===== config.mk =====
export PLATFORM = sky130hd
export DESIGN_NAME = ped_crossing_ctrl
export DESIGN_NICKNAME = d
export VERILOG_FILES = /design/src/rtl/ped_crossing_ctrl.sv
export SDC_FILE = /design/constraint.sdc
export NUM_CORES = 1
export LEC_CHECK = 0
export CELL_PAD_IN_SITES_DETAIL_PLACEMENT = 1
export CELL_PAD_IN_SITES_GLOBAL_PLACEMENT = 1
export CORE_ASPECT_RATIO = 1.4
export CORE_UTILIZATION = 44
export CTS_BUF_LIST = sky130_fd_sc_hd__clkbuf_8
export DETAILED_ROUTE_END_ITERATION = 7
export DONT_BUFFER_PORTS = 1
export HOLD_SLACK_MARGIN = 0.08
export PLACE_DENSITY_LB_ADDON = 0.12
export SYNTH_ARGS = -nofsm -noshare
export SYNTH_HDL_FRONTEND = slang
export SYNTH_SLANG_ARGS = --single-unit

===== constraint.sdc =====
create_clock -name clk -period 2 [get_ports clk]
set_input_delay 0.3 -clock clk [delete_from_list [all_inputs] [get_ports clk]]
set_output_delay 0.3 -clock clk [all_outputs]
set_load 0.02 [all_outputs]

===== src/rtl/ped_crossing_ctrl.sv =====
// Pedestrian signal stage for a 4-way intersection. It takes the registered
// vehicle light vectors and drives WALK / DON'T WALK heads and a clearance
// countdown for the NS and EW crosswalks. Each crosswalk is an identical
// channel FSM. A sticky fault flag forces both heads to DON'T WALK whenever
// the light vectors are illegal.
//
// Handshake note: there is no valid/ready traffic in this block. Buttons are
// level inputs sampled on every edge, and every output is a registered level.

module ped_channel #(
  parameter int WALK_CYC  = 8,
  parameter int CLEAR_CYC = 6,
  parameter int FLASH_DIV = 2
) (
  input  logic       clk,
  input  logic       reset,
  input  logic [2:0] par_light_i,    // light of traffic parallel to this crosswalk
  input  logic [2:0] cross_light_i,  // light of traffic crossing this crosswalk
  input  logic       btn_i,
  input  logic       hold_i,         // fault seen now or earlier: force idle
  output logic       walk_o,
  output logic       dont_walk_o,
  output logic [7:0] cnt_o,
  output logic       req_o,          // request latch, exposed for checking
  output logic [1:0] state_o         // FSM state, exposed for checking
);

  localparam int WW = (WALK_CYC  > 1) ? $clog2(WALK_CYC)  : 1;
  localparam int FW = (FLASH_DIV > 1) ? $clog2(FLASH_DIV) : 1;
  localparam logic [WW-1:0] WALK_LAST  = WW'(WALK_CYC - 1);
  localparam logic [FW-1:0] FLASH_LAST = FW'(FLASH_DIV - 1);
  localparam logic [7:0]    CLEAR_INIT = 8'(CLEAR_CYC);

  typedef enum logic [1:0] {
    ST_IDLE  = 2'd0,
    ST_WALK  = 2'd1,
    ST_CLEAR = 2'd2,
    ST_DONE  = 2'd3
  } state_e;

  state_e        state_q, state_d;
  logic [WW-1:0] walk_cnt_q, walk_cnt_d;
  logic [7:0]    clr_cnt_q, clr_cnt_d;
  logic [FW-1:0] flash_cnt_q, flash_cnt_d;
  logic          flash_q, flash_d;       // dont_walk level while in CLEAR
  logic          req_q, req_d;
  logic          walk_q, walk_d;
  logic          dont_walk_q, dont_walk_d;
  logic [7:0]    cnt_q, cnt_d;

  logic safe;
  logic enter_walk;

  assign safe = (par_light_i == 3'b001) && (cross_light_i == 3'b100);

  // Next-state, counters, request latch and registered head outputs.
  always_comb begin
    state_d     = state_q;
    walk_cnt_d  = walk_cnt_q;
    clr_cnt_d   = clr_cnt_q;
    flash_cnt_d = flash_cnt_q;
    flash_d     = flash_q;
    enter_walk  = 1'b0;

    unique case (state_q)
      ST_IDLE: begin
        if (req_q && safe) begin
          state_d    = ST_WALK;
          walk_cnt_d = '0;
          enter_walk = 1'b1;
        end
      end
      ST_WALK: begin
        if (!safe) begin
          state_d = ST_IDLE;
        end else if (walk_cnt_q == WALK_LAST) begin
          // Flash phase restarts here so DON'T WALK is always on at entry.
          state_d     = ST_CLEAR;
          clr_cnt_d   = CLEAR_INIT;
          flash_cnt_d = '0;
          flash_d     = 1'b1;
        end else begin
          walk_cnt_d = walk_cnt_q + 1'b1;
        end
      end
      ST_CLEAR: begin
        if (!safe) begin
          state_d = ST_IDLE;
        end else if (clr_cnt_q == 8'd1) begin
          state_d = ST_DONE;
        end else begin
          clr_cnt_d = clr_cnt_q - 8'd1;
          if (flash_cnt_q == FLASH_LAST) begin
            flash_cnt_d = '0;
            flash_d     = ~flash_q;
          end else begin
            flash_cnt_d = flash_cnt_q + 1'b1;
          end
        end
      end
      ST_DONE: begin
        // Waiting for the end of this green prevents a second walk in it.
        if (par_light_i != 3'b001) state_d = ST_IDLE;
      end
      default: state_d = ST_IDLE;
    endcase

    if (hold_i) begin
      state_d    = ST_IDLE;
      enter_walk = 1'b0;
    end

    // A press on the WALK-entry edge is a new request and must survive.
    if (hold_i)          req_d = 1'b0;
    else if (btn_i)      req_d = 1'b1;
    else if (enter_walk) req_d = 1'b0;
    else                 req_d = req_q;

    walk_d      = (state_d == ST_WALK);
    cnt_d       = (state_d == ST_CLEAR) ? clr_cnt_d : 8'd0;
    dont_walk_d = (state_d == ST_CLEAR) ? flash_d : (state_d != ST_WALK);
  end

  // State, counters and output registers with synchronous reset.
  always_ff @(posedge clk) begin
    if (reset) begin
      state_q     <= ST_IDLE;
      walk_cnt_q  <= '0;
      clr_cnt_q   <= '0;
      flash_cnt_q <= '0;
      flash_q     <= 1'b1;
      req_q       <= 1'b0;
      walk_q      <= 1'b0;
      dont_walk_q <= 1'b1;
      cnt_q       <= 8'd0;
    end else begin
      state_q     <= state_d;
      walk_cnt_q  <= walk_cnt_d;
      clr_cnt_q   <= clr_cnt_d;
      flash_cnt_q <= flash_cnt_d;
      flash_q     <= flash_d;
      req_q       <= req_d;
      walk_q      <= walk_d;
      dont_walk_q <= dont_walk_d;
      cnt_q       <= cnt_d;
    end
  end

  assign walk_o      = walk_q;
  assign dont_walk_o = dont_walk_q;
  assign cnt_o       = cnt_q;
  assign req_o       = req_q;
  assign state_o     = state_q;

endmodule

module ped_crossing_ctrl #(
  parameter int WALK_CYC  = 8,
  parameter int CLEAR_CYC = 6,
  parameter int FLASH_DIV = 2
) (
  input  logic       clk,
  input  logic       reset,
  input  logic [2:0] ns_light,
  input  logic [2:0] ew_light,
  input  logic       ped_btn_ns,
  input  logic       ped_btn_ew,
  output logic       walk_ns,
  output logic       walk_ew,
  output logic       dont_walk_ns,
  output logic       dont_walk_ew,
  output logic [7:0] cnt_ns,
  output logic [7:0] cnt_ew,
  output logic       fault,
  output logic [1:0] dbg_state_ns,  // 0 IDLE, 1 WALK, 2 CLEAR, 3 DONE
  output logic [1:0] dbg_state_ew,
  output logic       dbg_req_ns,
  output logic       dbg_req_ew
);

  logic fault_q, fault_d;
  logic fault_cond;
  logic ns_onehot, ew_onehot;
  logic hold;

  assign ns_onehot  = (ns_light == 3'b001) || (ns_light == 3'b010) || (ns_light == 3'b100);
  assign ew_onehot  = (ew_light == 3'b001) || (ew_light == 3'b010) || (ew_light == 3'b100);
  assign fault_cond = !ns_onehot || !ew_onehot || (!ns_light[2] && !ew_light[2]);
  assign fault_d    = fault_q | fault_cond;
  // Channels react on the same edge the fault is first seen.
  assign hold       = fault_d;

  // Sticky fault flag, cleared only by reset.
  always_ff @(posedge clk) begin
    if (reset) fault_q <= 1'b0;
    else       fault_q <= fault_d;
  end

  assign fault = fault_q;

  ped_channel #(
    .WALK_CYC (WALK_CYC),
    .CLEAR_CYC(CLEAR_CYC),
    .FLASH_DIV(FLASH_DIV)
  ) u_ns (
    .clk          (clk),
    .reset        (reset),
    .par_light_i  (ns_light),
    .cross_light_i(ew_light),
    .btn_i        (ped_btn_ns),
    .hold_i       (hold),
    .walk_o       (walk_ns),
    .dont_walk_o  (dont_walk_ns),
    .cnt_o        (cnt_ns),
    .req_o        (dbg_req_ns),
    .state_o      (dbg_state_ns)
  );

  ped_channel #(
    .WALK_CYC (WALK_CYC),
    .CLEAR_CYC(CLEAR_CYC),
    .FLASH_DIV(FLASH_DIV)
  ) u_ew (
    .clk          (clk),
    .reset        (reset),
    .par_light_i  (ew_light),
    .cross_light_i(ns_light),
    .btn_i        (ped_btn_ew),
    .hold_i       (hold),
    .walk_o       (walk_ew),
    .dont_walk_o  (dont_walk_ew),
    .cnt_o        (cnt_ew),
    .req_o        (dbg_req_ew),
    .state_o      (dbg_state_ew)
  );

endmodule


Yosys cells after proc, flatten, opt, wreduce, memory -nomap -nowiden

Index checks and enable logic that the tools add are counted.

Add/subtract/negate cells: 6
Eq/ne operators: 36
Multiplexer cells: 70
Bitwise logic cells: 5
Reductions and logical operators: 30

Operators with widths:

| kind                  | count |
|---|---|
| $mux W8               | 8 |
| $mux W1               | 32 |
| $pmux W8 S2           | 2 |
| $mux W2               | 14 |
| $ne A2 B1 Y1 const B  | 10 |
| $mux W3               | 6 |
| $eq A8 B1 Y1 const B  | 2 |
| $pmux W2 S4           | 2 |
| $sub A8 B1 Y8 const B | 2 |
| $eq A2 B2 Y1 const B  | 6 |
| $eq A3 B3 Y1 const B  | 4 |
| $pmux W3 S2           | 2 |
| $reduce_bool A2 Y1    | 6 |
| $reduce_and A5 Y1     | 2 |
| $eq A2 B1 Y1 const B  | 4 |
| $ne A2 B2 Y1 const B  | 4 |
| $pmux W1 S2           | 4 |
| $reduce_and A4 Y1     | 2 |
| $add A3 B1 Y3 const B | 2 |
| $eq A3 B1 Y1 const B  | 2 |
| $eq A3 B2 Y1 const B  | 2 |
| $logic_or A1 B1 Y1    | 6 |
| $ne A3 B1 Y1 const B  | 2 |
| $reduce_or A2 Y1      | 3 |
| other kinds (6)       | 18 |

Register bits: 53
Bits of input ports: 10

Logic depth before layout (Yosys ltp)

Depth in word-level cells: 11
Mapped depth: 9
Mapped depth without buffers: 8

Hierarchy

A second synthesis with hierarchy kept.

Cell total of the unflattened synthesis: 358
Area total of the unflattened synthesis: 3021.6 um^2

By module, submodules not included:

| module             | instances | cells an instance | area an instance (um^2) |
|---|---|---|---|
| ped_channel (u_ns) | 1         | 175               | 1510.2 |
| ped_channel (u_ew) | 1         | 172               | 1426.4 |
| ped_crossing_ctrl  | 1         | 11                | 85.1 |

Worst setup path after synthesis

Ideal clock, no wire load.

Path type: reg2reg
Start point: register u_ew.clr_cnt_q[0]
End point: register u_ew.dont_walk_q, in the netlist u_ew.dont_walk_o
Arrival: 2.059 ns
Path slack: -0.173 ns
Stages on the path, launching flop included: 8
Path buffers: 0
Clock period less this slack: 2.173 ns
Path through: dfxtp_1 -> ha_1 -> or3b_2 -> or2_4 -> o31ai_4 -> nand3_4 -> or3_1 -> a21o_1

Cells in the longest elaborated chain, start to end: 7
Elaborated cells between the ends (all ways): 11
Those cells by class: 3 x eq/ne; 8 x mux

Ends and longest elaborated chain:

| item                                         | RTL line | RTL |
|---|---|---|
| start: declaration                           | 43       | `logic [7:0] clr_cnt_q, clr_cnt_d;` |
| start signal: assignment                     | 139      | `clr_cnt_q <= clr_cnt_d;` |
| $eq A8 B1 Y1 (*)                             | 89       | `end else if (clr_cnt_q == 8'd1) begin` |
| $mux W2                                      | 89       |  |
| $mux W2                                      | 87       | `if (!safe) begin` |
| $pmux W2 S4                                  | 65       | `unique case (state_q)` |
| $mux W2                                      | 108      | `if (hold_i) begin` |
| $ne A2 B1 Y1 or $eq A2 B2 Y1 (tied branches) | 121      | `dont_walk_d = (state_d == ST_CLEAR) ? flash_d : (state_d != ST_WALK);` |
| $mux W1 (*)                                  | 121      |  |
| end signal: assignment                       | 144      | `dont_walk_q <= dont_walk_d;` |
| end: declaration                             | 48       | `logic dont_walk_q, dont_walk_d;` |

Mark *: on every way between the ends. The rest lies on a longest branch, timed or not.
A chain may end at the register's enable or synchronous reset.

Worst setup path in the final report

Start point: register u_ew.clr_cnt_q[4]
End point: register u_ew.dont_walk_q, in the netlist u_ew.dont_walk_o

Same word-level chain as after synthesis.

==> flow_metrics.env <==
export IMPL_grt_start_max_net_pins=26
export IMPL_hold_depth=2
export IMPL_reg2reg_slack_ns=-0.09
export IMPL_core_area_um2=6300
export IMPL_n_antenna_cell=0
export IMPL_syn_num_nets=381
export IMPL_n_fill_cell=750
export IMPL_start_util_pct=46.1
export IMPL_die_height_um=98.1
export IMPL_r2r_cells=6
export IMPL_crit_path_start_kind="flip-flop"
export IMPL_min_delay_start="reset"
export IMPL_setup_slack_ns=-0.0854
export IMPL_htree_levels=2
export IMPL_violations="DRC, setup timing"
export IMPL_cts_tree="done"
export IMPL_fin_setup_tns_ns=-0.440
export IMPL_drt_iter0_markers=94
export IMPL_yosys_warnings=0
export IMPL_cp_end_kind="flip-flop"
export IMPL_die_area_um2=6940
export IMPL_relSlewSlack_pct=29.9
export IMPL_final_cells=484
export IMPL_yosysSeqAreaShare_pct=36.5
export IMPL_std_cell_rows=34
export IMPL_yosysTopAreaCell="dfxtp_1"
export IMPL_grt_total_usage_pct=26.7
export IMPL_wl_um=9070
export IMPL_hold_viol=0
export IMPL_fin_nets=439
export IMPL_async_reset_ff_share_pct=0
export IMPL_grt_pass1_vias=3083
export IMPL_drc=6
export IMPL_cp_slowest_cell="or4_4"
export IMPL_synth_area_top_cells="dfxtp_1 (37%), ha_1 (7.8%), nor2_1 (6.2%)"
export IMPL_die_x_um=70.7
export IMPL_critPathTopFamily="simple AND/OR/NAND/NOR gates"
export IMPL_hold_end="u_ew.flash_q"
export IMPL_vdd_drop_max_mv=0.283
export IMPL_period_minus_slack_ns=2.09
export IMPL_synth_top_area_share_pct=36.5
export IMPL_setup_violations=12
export IMPL_syn_cell_area_um2=2910
export IMPL_postRouteAntennaNets=0
export IMPL_routedWlPerCell_um=18.7
export IMPL_p_leak_nw=1.37
export IMPL_antenna_found_initial=0
export IMPL_crit_required_ns=2.22
export IMPL_regArea_um2=1070
export IMPL_clock_sinks=53
export IMPL_arrival_ns=2.30
export IMPL_r2r_start="u_ew.clr_cnt_q[4]"
export IMPL_status="finished with violations"
export IMPL_hpwlAfterDp_um=6620
export IMPL_clock_latency_ns=0.32
export IMPL_io_pins=37
export IMPL_clkTransAtPathRegs_ns=0.11
export IMPL_worst_pin_slew_ns=1.05
export IMPL_r2r_end="u_ew.dont_walk_o"
export IMPL_synth_edff_count=0
export IMPL_areaGrowthSynthToFinish_pct=26.7
export IMPL_dr_pass1_iters=8
export IMPL_cts_buffer_depth=2
export IMPL_rsz0062_at_grt="true"
export IMPL_gp_congestion=0.910
export IMPL_multi_input_area_um2=1890
export IMPL_fin_crit_sh_pct=104
export IMPL_path_class="flip-flop to flip-flop"
export IMPL_yosysUniqueCellTypes=64
export IMPL_max_stage_delay_ns=0.57
export IMPL_cts_buffers=5
export IMPL_syn_area_per_cell_um2=8.23
export IMPL_syn_inst=353
export IMPL_finalMaxSlewViolations=0
export IMPL_dp_cells=470
export IMPL_ys_ff_latch=53
export IMPL_drv_cap=0
export IMPL_fmax_mhz=480
export IMPL_hold_class="input port to flip-flop"
export IMPL_clock_skew_ns=0.00933
export IMPL_portBuffers=0
export IMPL_num_vias=2914
export IMPL_grt_overflow=0
export IMPL_drive_above_1_share_pct=29.1
export IMPL_p_per_area_nw_per_um2=479
export IMPL_grt_pass1_wl_um=14600
export IMPL_worstPathMaxFanout=3
export IMPL_avgViaCountPerCell=6.02
export IMPL_path_buf_inv=0
export IMPL_cts_root_buf="clkbuf_8"
export IMPL_crit_chain="or4_4 > or2_4 > o31ai_4 > nand3_4 > or3_1 > a21o_1"
export IMPL_ys_flop_type="dfxtp_1"
-- layer usage --
| layer | track usage, % | wire length (um) |
|---|---|---|
| met5 | 0 | 0 |
| met4 | 12.6 | 345 |
| met3 | 2.99 | 264 |
| met2 | 52.7 | 5070 |
| met1 | 27.3 | 3390 |
-- registers in the layout (all words and copies together) (netlist names), 2 cells and up --
signal / count
u_ew.clr_cnt_q: 8
u_ew.cnt_o: 8
u_ew.state_o: 2
u_ew.walk_cnt_q: 3
u_ns.clr_cnt_q: 8
u_ns.cnt_o: 8
u_ns.state_o: 2
u_ns.walk_cnt_q: 3
-- Yosys cell counts, drive strengths merged (2+ instances only) --
master / count
o211ai: 4
o31ai: 2
or3b: 6
nand3b: 3
nand4: 3
buf: 2
nand2b: 5
a311oi: 2
clkbuf: 9
o21ai: 23
nor2: 50
nor2b: 3
nor3b: 5
nand2: 29
dfxtp: 53
ha: 18
a21o: 4
nand3: 12
o32a: 2
a22oi: 3
mux2i: 2
and2: 3
o41ai: 2
nor4b: 2
or4: 2
o31a: 3
nor3: 13
inv: 17
a21boi: 2
a21oi: 29
a31oi: 12
nor4: 4
or2: 2
-- metrics by stage --
stage	setup WS [ns]	area, um^2	util [%]	hold WS [ns]	power, W
final	-0.0854	3680	58.4	0.0940	0.00176
after CTS	-0.0643	3570	56.7	0.0854	0.00179
after floorplan	-0.0674	2910	-	0.417	0.00112
after detailed placement	-0.146	3370	53.5	0.377	0.00113
after global routing	-0.147	3680	58.4	0.0919	0.00183
after global placement	-0.0596	3370	53.5	0.376	0.00112
-- cell usage in the layout, fill, tap and decap left out, types with 12 or more instances in the layout --
| master | netlist | routed |
|---|---|---|
| buf_4 | 0 | 59 |
| dfxtp_1 | 53 | 49 |
| nor2_1 | 48 | 46 |
| a21oi_1 | 29 | 28 |
| nand2_1 | 29 | 25 |
| o21ai_0 | 23 | 16 |
| inv_1 | 17 | 15 |
| ha_1 | 18 | 13 |
| a31oi_1 | 12 | 12 |
-- power by group --
part,total [W],switching (W),internal (W)
sequential,0.00106,0.00000344,0.00106
clock,0.000647,0.000391,0.000256
combinational,0.0000543,0.0000333,0.0000210
-- worst reg2reg max path, delay by kind of cell (launching register included) --
kind	cells	cell delay, ns
flip-flops	1	0.33
AND/OR/NAND/NOR	4	1.28
AO/OA/AOI/OAI	2	0.38
-- cell type report --
| type | instances | share of cell area, % |
|---|---|---|
| clock buffer | 5 | 1.87 |
| clock inverter | 3 | 0.714 |
| inverter | 17 | 1.73 |
| multi-input combinational | 272 | 51.3 |
| sequential | 53 | 29.0 |
| tap | 72 | 2.45 |
| timing repair buffer | 62 | 12.9 |
-- worst max-delay path by stage --
stage                       from           endpoint  slack, ns  cells past startpoint
6_report       u_ew.clr_cnt_q[4]   u_ew.dont_walk_o      -0.09                      6
5_1_grt        u_ew.clr_cnt_q[1]      u_ew.cnt_o[0]      -0.15                     10
4_1_cts        u_ew.clr_cnt_q[1]   u_ew.dont_walk_o      -0.06                      8
3_5_place_dp   u_ew.clr_cnt_q[1]  u_ew.clr_cnt_q[5]      -0.15                     10
3_3_place_gp         ew_light[1]      u_ew.cnt_o[2]      -0.06                      6
2_1_floorplan  u_ew.clr_cnt_q[2]   u_ew.dont_walk_o      -0.07                      7
-- timing repair --
item                       CTS  global route
resized for setup           16            30
hold buffers                 1             0
pin swaps                    0             4
hold endpoints to repair    25             0
setup buffers                4             1
setup endpoints to repair   17            32
-- logic make-up (layout without fill, tap and decap cells) --
logic type / Yosys count / after routing / share of synthesized area (%)
xor+xnor: 1 / 1 / 0.302
compound gates: 102 / 102 / 23.1
simple gates: 148 / 148 / 27.3
flops: 53 / 53 / 36.5
fa+ha+maj: 18 / 18 / 7.75
mux: 3 / 3 / 1.08
buf+inv: 28 / 87 / 3.92
(Power assumes the default switching activity.)
